**src/rtl/ifu_fetch_ctrl.sv**
```systemverilog
// Instruction-fetch controller: owns the PC, issues one word fetch at a time and hands
// each fetched instruction plus its PC to decode; redirects drop any stale in-flight word.
module ifu_fetch_ctrl #(
    parameter int unsigned     XLEN     = 32,
    parameter logic [XLEN-1:0] RESET_PC = 32'h8000_0000
) (
    input  logic            clk,
    input  logic            rst_n,
    output logic            imem_req_valid_o,
    input  logic            imem_req_ready_i,
    output logic [XLEN-1:0] imem_req_addr_o,
    input  logic            imem_resp_valid_i,
    input  logic [XLEN-1:0] imem_resp_data_i,
    output logic            inst_valid_o,
    input  logic            inst_ready_i,
    output logic [XLEN-1:0] inst_o,
    output logic [XLEN-1:0] inst_pc_o,
    input  logic            redirect_valid_i,
    input  logic [XLEN-1:0] redirect_pc_i
);

    localparam logic [1:0] StReq  = 2'd0;
    localparam logic [1:0] StWait = 2'd1;
    localparam logic [1:0] StHold = 2'd2;

    localparam logic [XLEN-1:0] AlignMask = ~{{(XLEN-2){1'b0}}, 2'b11};
    localparam logic [XLEN-1:0] PcStep    = {{(XLEN-3){1'b0}}, 3'd4};

    logic [1:0]      state_q, state_d;
    logic [XLEN-1:0] pc_q, pc_d;
    logic            kill_q, kill_d;
    logic            inst_valid_q, inst_valid_d;
    logic [XLEN-1:0] inst_q, inst_d;
    logic [XLEN-1:0] inst_pc_q, inst_pc_d;
    logic [XLEN-1:0] redirect_pc_aligned;

    assign redirect_pc_aligned = redirect_pc_i & AlignMask;

    // Valids are gated by reset so no handshake can complete on a reset cycle.
    assign imem_req_valid_o = rst_n && (state_q == StReq);
    assign imem_req_addr_o  = pc_q;
    assign inst_valid_o     = rst_n && inst_valid_q;
    assign inst_o           = inst_q;
    assign inst_pc_o        = inst_pc_q;

    always_comb begin
        state_d      = state_q;
        pc_d         = pc_q;
        kill_d       = kill_q;
        inst_valid_d = inst_valid_q;
        inst_d       = inst_q;
        inst_pc_d    = inst_pc_q;

        unique case (state_q)
            StReq: begin
                if (redirect_valid_i) begin
                    pc_d = redirect_pc_aligned;
                    if (imem_req_ready_i) begin
                        // Request already went out with the old address; discard its reply.
                        kill_d  = 1'b1;
                        state_d = StWait;
                    end
                end else if (imem_req_ready_i) begin
                    state_d = StWait;
                end
            end
            StWait: begin
                if (redirect_valid_i) begin
                    pc_d = redirect_pc_aligned;
                    if (imem_resp_valid_i) begin
                        kill_d  = 1'b0;
                        state_d = StReq;
                    end else begin
                        kill_d = 1'b1;
                    end
                end else if (imem_resp_valid_i) begin
                    if (kill_q) begin
                        kill_d  = 1'b0;
                        state_d = StReq;
                    end else begin
                        inst_d       = imem_resp_data_i;
                        inst_pc_d    = pc_q;
                        inst_valid_d = 1'b1;
                        state_d      = StHold;
                    end
                end
            end
            StHold: begin
                if (redirect_valid_i) begin
                    inst_valid_d = 1'b0;
                    pc_d         = redirect_pc_aligned;
                    state_d      = StReq;
                end else if (inst_ready_i) begin
                    inst_valid_d = 1'b0;
                    pc_d         = pc_q + PcStep;
                    state_d      = StReq;
                end
            end
            default: begin
                state_d = StReq;
            end
        endcase
    end

    always_ff @(posedge clk) begin
        if (!rst_n) begin
            state_q      <= StReq;
            pc_q         <= RESET_PC;
            kill_q       <= 1'b0;
            inst_valid_q <= 1'b0;
            inst_q       <= '0;
            inst_pc_q    <= '0;
        end else begin
            state_q      <= state_d;
            pc_q         <= pc_d;
            kill_q       <= kill_d;
            inst_valid_q <= inst_valid_d;
            inst_q       <= inst_d;
            inst_pc_q    <= inst_pc_d;
        end
    end

endmodule

```
**config.mk**
```make
export PLATFORM = sky130hd
export DESIGN_NAME = ifu_fetch_ctrl
export DESIGN_NICKNAME = d
export VERILOG_FILES = /design/src/rtl/ifu_fetch_ctrl.sv
export SDC_FILE = /design/constraint.sdc
export NUM_CORES = 1
export LEC_CHECK = 0
export CAP_MARGIN = 25
export CORE_MARGIN = 3
export CORE_UTILIZATION = 35
export DETAILED_ROUTE_END_ITERATION = 10
export DONT_BUFFER_PORTS = 1
export PLACE_DENSITY = 0.56
export SETUP_SLACK_MARGIN = 0.2
export SYNTH_ARGS = -nofsm -noshare
export SYNTH_HDL_FRONTEND = slang
export SYNTH_SLANG_ARGS = --single-unit
```
**constraint.sdc**
```tcl
create_clock -name clk -period 1.75 [get_ports clk]
set_input_delay 0.0875 -clock clk [delete_from_list [all_inputs] [get_ports clk]]
set_output_delay 0.0875 -clock clk [all_outputs]
set_load 0.1 [all_outputs]
```
==> impl_results.md <==
- Synth Flop Type: dfxtp_1
- Layout cell share with drive strength beyond 1: 0.360
- Global-route wire length before repair: 24.6 mm
- Post-synthesis cell area: 4490 µm²
- WL final: between 15 and 20 mm
- Slowest CP cell: or4_4
- Final Util: 0.583
- Cell row count: 40
- Clk_skew: 9.77 ps
- Final min period: between 1500 and 2000 ps
- Async S/R FF share, synth: 0
- Yosys warnings: 0
- Most frequent cells in the layout: nand2_1 (139), buf_4 (127), a21oi_1 (68), dfxtp_1 (66), dlygate4sd3_1 (46)
- Die boundary width: 119 µm
- Final Total Pwr: between 5000 and 6000 µW
- Nets: ~830
- Initial antenna violation count: 0
- Initial Utilization: 0.366
- Core area: approximately 12,000 µm²
- Area Overhead vs Synth: 59.3%
- Synth top area share: 0.428
- Post-synth cell types: a little over 60
- Pre-CTS setup slack: 63.4 ps
- Clk_lat worst skew: roughly 350 ps
- Antenna Violating Nets Remaining: 0
- Clock sinks: 96
- CP Cell Sequence: nand4_4 -> or4_4 -> or4b_1 -> o211ai_1
- Vias in the first global route: around 4.8k
- GP Congestion: 0.841
- Final Max Slew Viols: 0
- Largest net degree at the start of global routing: about 40
- Leakage Power: around 0.0028 µW
- Most common cell after layout, fill and taps aside: nand2_1
- Longest Clk Path Bufs: 2
- Fin. Hold Viols: 18
- Final setup viols: 0
- Crit Path Max Fanout: 2
- H-tree Lvls: 3
- RSZ-0062 raised after global routing: true
- Critical Path RT: between 2000 and 2500 ps
- Min Hold Slack: -166 ps
- CTS buffer count: 9
- Full die area: about 14,000 µm²
- Vias: around 5k
- Root Buffer: clkbuf_16
- Seq/Total Area, Yosys: 0.428
- FF+latch count, synth: 96
- Hold Crit Class: in2reg
- Clk slew on worst S/H paths: approximately 70 ps
- Number of synthesized flops with an enable pin: 0
- Area contributors post-synth: dfxtp_1 (43%), nand2_1 (13%), a21oi_1 (9.3%)
- Peak VDD IR: around 0.8 mV
- 1st-iter DRT viols: between 300 and 400
- Status: finished with violations
- Final Cycle Share: 0.933
- Routed length per instance: around 18 µm
- Die Y: ~120 µm
- Setup WS post-layout: 118 ps
- Max-cap violations: 0
- Cells after Synth: 590
- DP HPWL: ~11 mm
- Vias per cell: between 5 and 6
- Port bufs: 0
- Leading area contributor after synthesis: dfxtp_1
- Maximum operating frequency: slightly above 0.6 GHz
- Crit end category: flip-flop
- CP max stage delay: approximately 500 ps
- Critical path class: reg2reg
- Crit path arrival time: approximately 1900 ps
- Worst setup SP type: flip-flop
- Failing checks: negative hold slack
- Cell Pwr Density: approximately 760 nW/µm²
- Post-Syn Area per Cell: 7.60 µm²
- 1st-pass router iterations: 5
- # fillers: 1,067
- GRT Residual Overflow: 0
- Detailed-route DRC error count: 0
- Hold Buf Count CTS: 47
- Total global-route track usage: 0.214
- Top Ports: about 170
- CTS tree: done
[flip-flops by register name, summed over array words and instances (netlist names)]
register / flops
kill_q: 1
state_q: 2
inst_o: 32
imem_req_addr_o: 30
inst_pc_o: 30
inst_valid_q: 1
[where the power goes]
group,switching (µW),internal (µW),total (µW)
logic,878,337,1220
clock network,816,1040,1860
registers,78.2,2250,2330
[synth_stat cells, types with 3 or more instances]
cell type    n
a211o_1      3
a211oi_1    11
a21boi_0     3
a21oi_1     83
a311oi_1     6
a31o_2       3
a31oi_1      3
and2_0       4
and2_1       5
and3_1       7
and4_1       4
buf_2        9
buf_4        4
clkbuf_1    36
dfxtp_1     96
inv_1        8
nand2_1    150
nand3_1     17
nand4_1     13
nor2_1      23
nor3_1      14
nor4_1      12
o21ai_0     19
o221ai_1     4
o22ai_1      3
o31a_1       3
[critical path: cells and delay by family (launching register included)]
kind / cells / cell delay, ps
compound gates: 1 / 90
flops: 1 / 360
simple gates: 3 / 1100
[cell families after synthesis]
family                     count (synthesis)  share of synthesized area
DFF                                       96                      0.428
AOI/OAI and AO/OA                        161                      0.222
buffers and inverters                     59                     0.0552
adders and majority gates                  1                    0.00279
other                                      1                   0.000836
muxes                                      1                    0.00223
and+or+nand+nor                          271                      0.288
[worst paths after layout]
| check | from | end | slack, ps | cells after the start |
|---|---|---|---|---|
| setup / recovery | imem_req_addr_o[22] | imem_req_addr_o[25] | 120 | 4 |
| hold reg to reg | inst_o[31] | inst_o[31] | 450 | 2 |
| setup reg to reg | imem_req_addr_o[22] | imem_req_addr_o[25] | 120 | 4 |
| hold / removal | rst_n | imem_req_addr_o[31] | -170 | 1 |
[through the flow]
stage	area (µm²)	setup TNS, ps	cells
5_1_grt	7140	0	929
6_report	7150	0	930
3_3_place_gp	5710	0	837
3_5_place_dp	5710	0	837
4_1_cts	6650	0	912
2_1_floorplan	4750	-436	593
[cell type report]
type,count,area [µm²],area share
clock inverters,1,5.00,0.000700
well taps,168,210,0.0294
inverters,8,30.0,0.00420
flip-flops and latches,96,2020,0.283
clock buffers,15,268,0.0375
diodes,1,2.50,0.000350
repair buffers,203,1900,0.266
multi-input cells,438,2710,0.379
[metal layers]
layer  track usage  vias up  share of wire
met5             0        -              0
met4        0.0608        0          0.022
met3        0.0731       33          0.085
met2         0.347      247           0.47
met1         0.269     2423           0.42
li1              -     2436              -
[timing repair]
item / 4_1_cts / 5_1_grt
gates resized for setup: 24 / 64
setup endpoints to repair: 51 / 89
hold endpoints to repair: 58 / 17
cloned: 0 / 8
buffers inserted: 12 / 10
pin swaps: 8 / 15
(Power assumes the default switching activity.)
